--- config.mk ---
export PLATFORM = sky130hd
export DESIGN_NAME = upperimm_li_encoder_flat
export DESIGN_NICKNAME = d
export VERILOG_FILES = /design/src/rtl/upperimm_li_encoder_if.sv /design/src/rtl/upperimm_li_encoder.sv /design/src/flat_wrapper.sv
export SDC_FILE = /design/constraint.sdc
export NUM_CORES = 1
export LEC_CHECK = 0
export CAP_MARGIN = 20
export CORE_AREA = 2 2 96 98
export CTS_BUF_LIST = sky130_fd_sc_hd__clkbuf_8
export CTS_CLUSTER_SIZE = 40
export DETAILED_ROUTE_END_ITERATION = 12
export DIE_AREA = 0 0 98 100
export GPL_ROUTABILITY_DRIVEN = 0
export MAX_ROUTING_LAYER = met4
export PLACE_DENSITY = 0.7
export SLEW_MARGIN = 10
export SYNTH_ARGS = -nofsm -noshare
export SYNTH_HDL_FRONTEND = slang
export SYNTH_SLANG_ARGS = --single-unit
export TNS_END_PERCENT = 100
--- constraint.sdc ---
create_clock -name clk -period 1.75 [get_ports clk]
set_input_delay 0.35 -clock clk [delete_from_list [all_inputs] [get_ports clk]]
set_output_delay 0.35 -clock clk [all_outputs]
set_load 0.005 [all_outputs]
--- src/rtl/upperimm_li_encoder_if.sv ---
// rtl/upperimm_li_encoder_if.sv - request and instruction-stream bundle for the li encoder
interface upperimm_li_encoder_if;
  logic        req_valid;
  logic        req_ready;
  logic        req_pcrel;
  logic [4:0]  req_rd;
  logic [31:0] req_value;
  logic        out_valid;
  logic        out_ready;
  logic [31:0] out_instr;
  logic        out_last;

  modport master (
    output req_valid, req_pcrel, req_rd, req_value, out_ready,
    input  req_ready, out_valid, out_instr, out_last
  );

  modport slave (
    input  req_valid, req_pcrel, req_rd, req_value, out_ready,
    output req_ready, out_valid, out_instr, out_last
  );
endinterface

--- src/rtl/upperimm_li_encoder.sv ---
// rtl/upperimm_li_encoder.sv - expands a 32-bit constant load into LUI/AUIPC + optional ADDI words
module upperimm_li_encoder #(
  parameter int COUNT_W = 16
) (
  input  logic                  clk,
  input  logic                  rst,
  upperimm_li_encoder_if.slave  bus,
  output logic [COUNT_W-1:0]    instr_count
);

  typedef enum logic [1:0] {IDLE, EMIT_HI, EMIT_LO} state_t;

  state_t               state_q, state_d;
  logic [4:0]           rd_q, rd_d;
  logic                 pcrel_q, pcrel_d;
  logic [19:0]          hi_q, hi_d;
  logic [11:0]          lo_q, lo_d;
  logic                 addi_follows_q, addi_follows_d;
  logic                 rs1_zero_q, rs1_zero_d;
  logic [COUNT_W-1:0]   count_q, count_d;

  logic [19:0] hi_calc;
  logic        accept;
  logic        xfer;

  // Rounding the upper part up compensates for the sign extension of the 12-bit ADDI immediate.
  assign hi_calc = bus.req_value[31:12] + {19'd0, bus.req_value[11]};

  assign bus.req_ready = (state_q == IDLE) && !rst;
  assign bus.out_valid = (state_q != IDLE);
  assign accept        = bus.req_valid && bus.req_ready;
  assign xfer          = bus.out_valid && bus.out_ready;
  assign instr_count   = count_q;

  always_comb begin
    bus.out_instr = 32'd0;
    bus.out_last  = 1'b0;
    case (state_q)
      EMIT_HI: begin
        bus.out_instr = {hi_q, rd_q, pcrel_q ? 7'b0010111 : 7'b0110111};
        bus.out_last  = !addi_follows_q;
      end
      EMIT_LO: begin
        bus.out_instr = {lo_q, rs1_zero_q ? 5'd0 : rd_q, 3'b000, rd_q, 7'b0010011};
        bus.out_last  = 1'b1;
      end
      default: ;
    endcase
  end

  always_comb begin
    state_d        = state_q;
    rd_d           = rd_q;
    pcrel_d        = pcrel_q;
    hi_d           = hi_q;
    lo_d           = lo_q;
    addi_follows_d = addi_follows_q;
    rs1_zero_d     = rs1_zero_q;
    count_d        = count_q + {{(COUNT_W-1){1'b0}}, xfer};
    case (state_q)
      IDLE: begin
        if (accept) begin
          rd_d    = bus.req_rd;
          pcrel_d = bus.req_pcrel;
          hi_d    = hi_calc;
          lo_d    = bus.req_value[11:0];
          if (bus.req_rd == 5'd0) begin
            // Writes to x0 collapse to the canonical NOP (ADDI x0,x0,0).
            lo_d           = 12'd0;
            rs1_zero_d     = 1'b1;
            addi_follows_d = 1'b0;
            state_d        = EMIT_LO;
          end else if (!bus.req_pcrel && hi_calc == 20'd0) begin
            rs1_zero_d     = 1'b1;
            addi_follows_d = 1'b0;
            state_d        = EMIT_LO;
          end else begin
            rs1_zero_d     = 1'b0;
            addi_follows_d = (bus.req_value[11:0] != 12'd0);
            state_d        = EMIT_HI;
          end
        end
      end
      EMIT_HI: begin
        if (xfer) state_d = addi_follows_q ? EMIT_LO : IDLE;
      end
      EMIT_LO: begin
        if (xfer) state_d = IDLE;
      end
      default: state_d = IDLE;
    endcase
  end

  always_ff @(posedge clk or posedge rst) begin
    if (rst) begin
      state_q        <= IDLE;
      rd_q           <= 5'd0;
      pcrel_q        <= 1'b0;
      hi_q           <= 20'd0;
      lo_q           <= 12'd0;
      addi_follows_q <= 1'b0;
      rs1_zero_q     <= 1'b0;
      count_q        <= '0;
    end else begin
      state_q        <= state_d;
      rd_q           <= rd_d;
      pcrel_q        <= pcrel_d;
      hi_q           <= hi_d;
      lo_q           <= lo_d;
      addi_follows_q <= addi_follows_d;
      rs1_zero_q     <= rs1_zero_d;
      count_q        <= count_d;
    end
  end

endmodule

--- src/flat_wrapper.sv ---
// flat-port wrapper written by rule: the top's interface ports become plain ports
module upperimm_li_encoder_flat 
#(
  parameter int COUNT_W = 16
)
  (clk, rst, instr_count, bus_req_valid, bus_req_pcrel, bus_req_rd, bus_req_value, bus_out_ready, bus_req_ready, bus_out_valid, bus_out_instr, bus_out_last);
  upperimm_li_encoder_if bus_i ();
  input  logic clk;
  input  logic rst;
  output logic [COUNT_W-1:0] instr_count;
  input wire logic [$bits(bus_i.req_valid)-1:0] bus_req_valid;
  input wire logic [$bits(bus_i.req_pcrel)-1:0] bus_req_pcrel;
  input wire logic [$bits(bus_i.req_rd)-1:0] bus_req_rd;
  input wire logic [$bits(bus_i.req_value)-1:0] bus_req_value;
  input wire logic [$bits(bus_i.out_ready)-1:0] bus_out_ready;
  output wire logic [$bits(bus_i.req_ready)-1:0] bus_req_ready;
  output wire logic [$bits(bus_i.out_valid)-1:0] bus_out_valid;
  output wire logic [$bits(bus_i.out_instr)-1:0] bus_out_instr;
  output wire logic [$bits(bus_i.out_last)-1:0] bus_out_last;
  assign bus_i.req_valid = bus_req_valid;
  assign bus_i.req_pcrel = bus_req_pcrel;
  assign bus_i.req_rd = bus_req_rd;
  assign bus_i.req_value = bus_req_value;
  assign bus_i.out_ready = bus_out_ready;
  assign bus_req_ready = bus_i.req_ready;
  assign bus_out_valid = bus_i.out_valid;
  assign bus_out_instr = bus_i.out_instr;
  assign bus_out_last = bus_i.out_last;
  upperimm_li_encoder #(.COUNT_W(COUNT_W)) u_core (.clk(clk), .rst(rst), .bus(bus_i), .instr_count(instr_count));
endmodule
==> flow_metrics.py <==
metrics = {
    "final_layout": {
        "multi_input_area_sq_um": 2250,
        "fin_nets": 604,
        "ff_latch_area_sq_um": 1450,
        "drive_above_1_share_pct": 41.3,
        "fillCellCount": 690,
        "syn2layout_area_growth_pct": 66.4,
        "insertedDiodeCount": 0,
        "layout.cells.non_filler": 671,
    },
    "synth": {
        "ys_seq_area_share_pct": 42.5,
        "syn-cell-area_sq_um": 3410,
        "ys_ff_latch": 58,
        "synth_ff_type": "dfrtp_1",
        "ys_types": 50,
        "postSynthCellCount": 382,
        "syn_avg_cell_area_sq_um": 8.93,
        "synth_edf_count": 0,
        "async_flop_share_pct": 100,
        "yosysWarningCount": 0,
    },
    "floorplan": {
        "coreArea_sq_um": 8890,
        "num_rows": 35,
        "die_area_sq_um": 9800,
        "die_x_microns": 98,
        "die_h_microns": 100,
        "start_util_pct": 38.4,
        "ioPinCount": 93,
    },
    "power_and_ir_drop": {
        "p_clk_share_pct": 17.5,
        "powerDensity_nw_per_um2": 1090,
        "p_seq_share_pct": 36.7,
        "power.total_w": 0.00618,
        "p_int_w": 0.00395,
        "swShare_pct": 36.0,
        "power.leakage_nw": 2.59,
        "switchingPower_w": 0.00223,
        "share_comb_of_total_power_pct": 45.8,
        "ir_worst_vdd_uv": 435,
    },
    "worst_setup_path": {
        "path_class": "reg2out",
        "rr_endpoint": "u_core.instr_count[14]",
        "crit_top_cell": "buf_6",
        "critical_path.top_delay_family": "flip-flops",
        "slowest_stage": "dfrtp_1",
        "worstSetupStartpointType": "flip-flop",
        "path_buf_inv": 3,
        "r2r_setup_slack_ns": -0.12,
        "critPathMaxFanout": 6,
        "crit_path_end_kind": "output pin",
        "rr_startpoint": "u_core.state_q[0]",
        "crit_arrival_ns": 1.71,
        "required_ns": 1.40,
        "rr_worst_depth": 10,
        "max_stage_delay_ns": 0.40,
        "crit_start": "u_core.state_q[0]",
        "path_cells": "buf_6 > ha_4 > and2_4 > buf_6 > a22o_4 > buf_6",
    },
    "clocking": {
        "cts_tree": "done",
        "clk_latency_ns": 0.34,
        "clockBufferDepth": 2,
        "hold_buffers": 0,
        "numCtsBuffers": 9,
        "clockRootBuffer": "clkbuf_8",
        "cts_sinks": 58,
        "path_clk_slew_ns": 0.07,
        "cts_max_level": 3,
    },
    "global_routing": {
        "antenna_found_initial": 0,
        "grtUsageTotal_pct": 22.8,
        "grt_overflow_total": 0,
        "first_global_vias": 3574,
        "grt_pass1_wl_microns": 17400,
        "grt_start_max_net_pins": 59,
    },
    "worst_hold_path": {
        "hold_end": "u_core.hi_q[0]",
        "hp-class": "in2reg",
        "hold_depth": 4,
        "holdCritStartpoint": "bus_req_value[12]",
    },
    "job": {
        "maxCapViolCount": 0,
    },
    "drt": {
        "drc": 0,
        "first_pass_iters": 4,
        "wl_per_cell_microns": 16.0,
        "viasPerCell": 5.13,
        "detail-route-antenna-nets": 0,
        "drt_wl_total_microns": 10700,
        "initialDrtViolationCount": 138,
        "num_vias": 3444,
    },
    "timing": {
        "max_slew.worst_pin.slew_ns": 0.735,
        "max_slew_margin_pct": 51.0,
        "hold_viol_final": 0,
        "setup_ws_ns": -0.310,
        "rsz0062_at_grt": "true",
        "setup_tns_ns": -7.93,
        "post-route-period-util_pct": 118,
        "setup_viol": 40,
        "fin_crit_ns": 2.06,
        "max_freq_ghz": 0.486,
        "finClkSkew_ns": 0.0102,
        "drv_slew": 0,
    },
    "placed_design": {
        "port_buffers": 90,
        "dp_hpwl_microns": 7480,
        "post-place-cells": 634,
    },
    "run_status": {
        "violations": "negative setup slack",
        "status": "complete, but fails checks",
    },
}
## layer usage
layer | track usage (%) | part of all wire [%] | vias up
li1 | - | - | 1670
met1 | 27.5 | 43 | 1682
met2 | 39.4 | 52 | 82
met5 | - | 0 | -
met3 | 3.76 | 3.7 | 10
met4 | 7.05 | 1.0 | 0
## worst max-delay path by stage
stage / endpoint / depth (start not counted)
3_3_place_gp: u_core.rs1_zero_q / 9
2_1_floorplan: u_core.state_q[1] / 5
3_5_place_dp: u_core.rs1_zero_q / 9
5_1_grt: bus_out_instr[18] / 8
4_1_cts: bus_out_instr[30] / 6
6_report: bus_out_instr[30] / 6
## kinds of logic after synthesis
| group | count (synthesis) | synth area share, % |
|---|---|---|
| and+or+nand+nor | 181 | 26.7 |
| buffers and inverters | 30 | 5.43 |
| adders and majority gates | 7 | 2.57 |
| DFF | 58 | 42.5 |
| other | 1 | 0.110 |
| muxes | 3 | 0.990 |
| xor gates and xnor gates | 32 | 8.21 |
| AOI/OAI and AO/OA | 70 | 13.5 |
## power by group through the flow
| stage | sequential (W) | combinational, W | clock, W |
|---|---|---|---|
| finish | 0.00227 | 0.00283 | 0.00108 |
| floorplan | 0.00211 | 0.00111 | 0 |
| detailed placement | 0.00223 | 0.00218 | 0 |
| CTS | 0.00224 | 0.00270 | 0.00110 |
| global placement | 0.00221 | 0.00212 | 0 |
| global route | 0.00232 | 0.00309 | 0.00117 |
## worst register-to-register path, cell delays in order (launching register included)
cell and delay, ns:
dfrtp_1 0.38, inv_2 0.07, ha_4 0.16, buf_6 0.11, nor2b_4 0.13, ha_4 0.17
ha_4 0.14, nand3_4 0.08, or2_4 0.30, nor2_4 0.10, xor2_1 0.15
## final cells by class
cell class              instances  share of cell area [%]
repair buffers                187                    29.0
inverters                       4                   0.375
multi-input cells             295                    39.6
well taps                     111                    2.45
clock inverters                 7                   0.815
clock buffers                   9                    2.18
flip-flops and latches         58                    25.6
## flip-flops by register name, indices dropped and copies added (netlist names)
signal,flops
u_core.hi_q,20
u_core.instr_count,16
u_core.lo_q,12
u_core.rd_q,5
u_core.state_q,2
u_core.addi_follows_q,1
u_core.pcrel_q,1
u_core.rs1_zero_q,1
## synth_stat cells, types with 3 or more instances
cell | count | area, sq um
o21ai_0 | 33 | 165
nor3_1 | 7 | 35.0
ha_1 | 7 | 87.6
buf_4 | 10 | 75.1
xnor2_1 | 21 | 184
o31ai_1 | 3 | 22.5
nand3_1 | 12 | 60.1
inv_1 | 4 | 15.0
nand2_1 | 84 | 315
and2_1 | 10 | 62.6
nor4_1 | 8 | 50.1
nor2_1 | 19 | 71.3
a21oi_1 | 7 | 35.0
a22o_1 | 17 | 149
nand4_1 | 9 | 56.3
clkbuf_1 | 11 | 41.3
xor2_1 | 11 | 96.3
dfrtp_1 | 58 | 1450
and3_1 | 8 | 50.1
## through the flow
stage / setup WS (ns) / utilization, % / hold slack, ns / instance area [sq um]
finish: -0.310 / 63.9 / 0.344 / 5680
global route: -0.361 / 63.9 / 0.346 / 5680
CTS: -0.328 / 62.3 / 0.327 / 5540
detailed placement: -0.963 / 56.4 / 0.469 / 5010
global placement: -0.856 / 56.4 / 0.461 / 5010
floorplan: -0.328 / - / 0.439 / 3560
## cell usage in the layout (no fill, tap or decap), types with 3 or more instances in the layout
master           count
nand2_1             79
buf_4               75
dfrtp_1             57
clkdlybuf4s50_1     40
o21ai_0             30
buf_6               29
buf_2               22
xnor2_1             19
a22o_1              15
xor2_1              11
nand3_1             10
nor2_1               9
nand4_1              9
clkbuf_8             9
dlygate4sd2_1        9
ha_4                 7
nor2_4               6
nor3_1               6
and2_4               6
and3_4               5
nand3_4              5
a21oi_1              5
nor2_2               4
and2_1               4
nor4_1               4
buf_12               4
clkinvlp_4           3
nor4_4               3
o31ai_2              3
and3_1               3
nand2_4              3
## timing repair
item	CTS	global route
gates resized for setup	248	30
buffers inserted	19	8
gates cloned	1	0
pin swaps	46	29
endpoints found under the setup margin	55	58
Note: power is estimated with default switching activity, not from simulation.
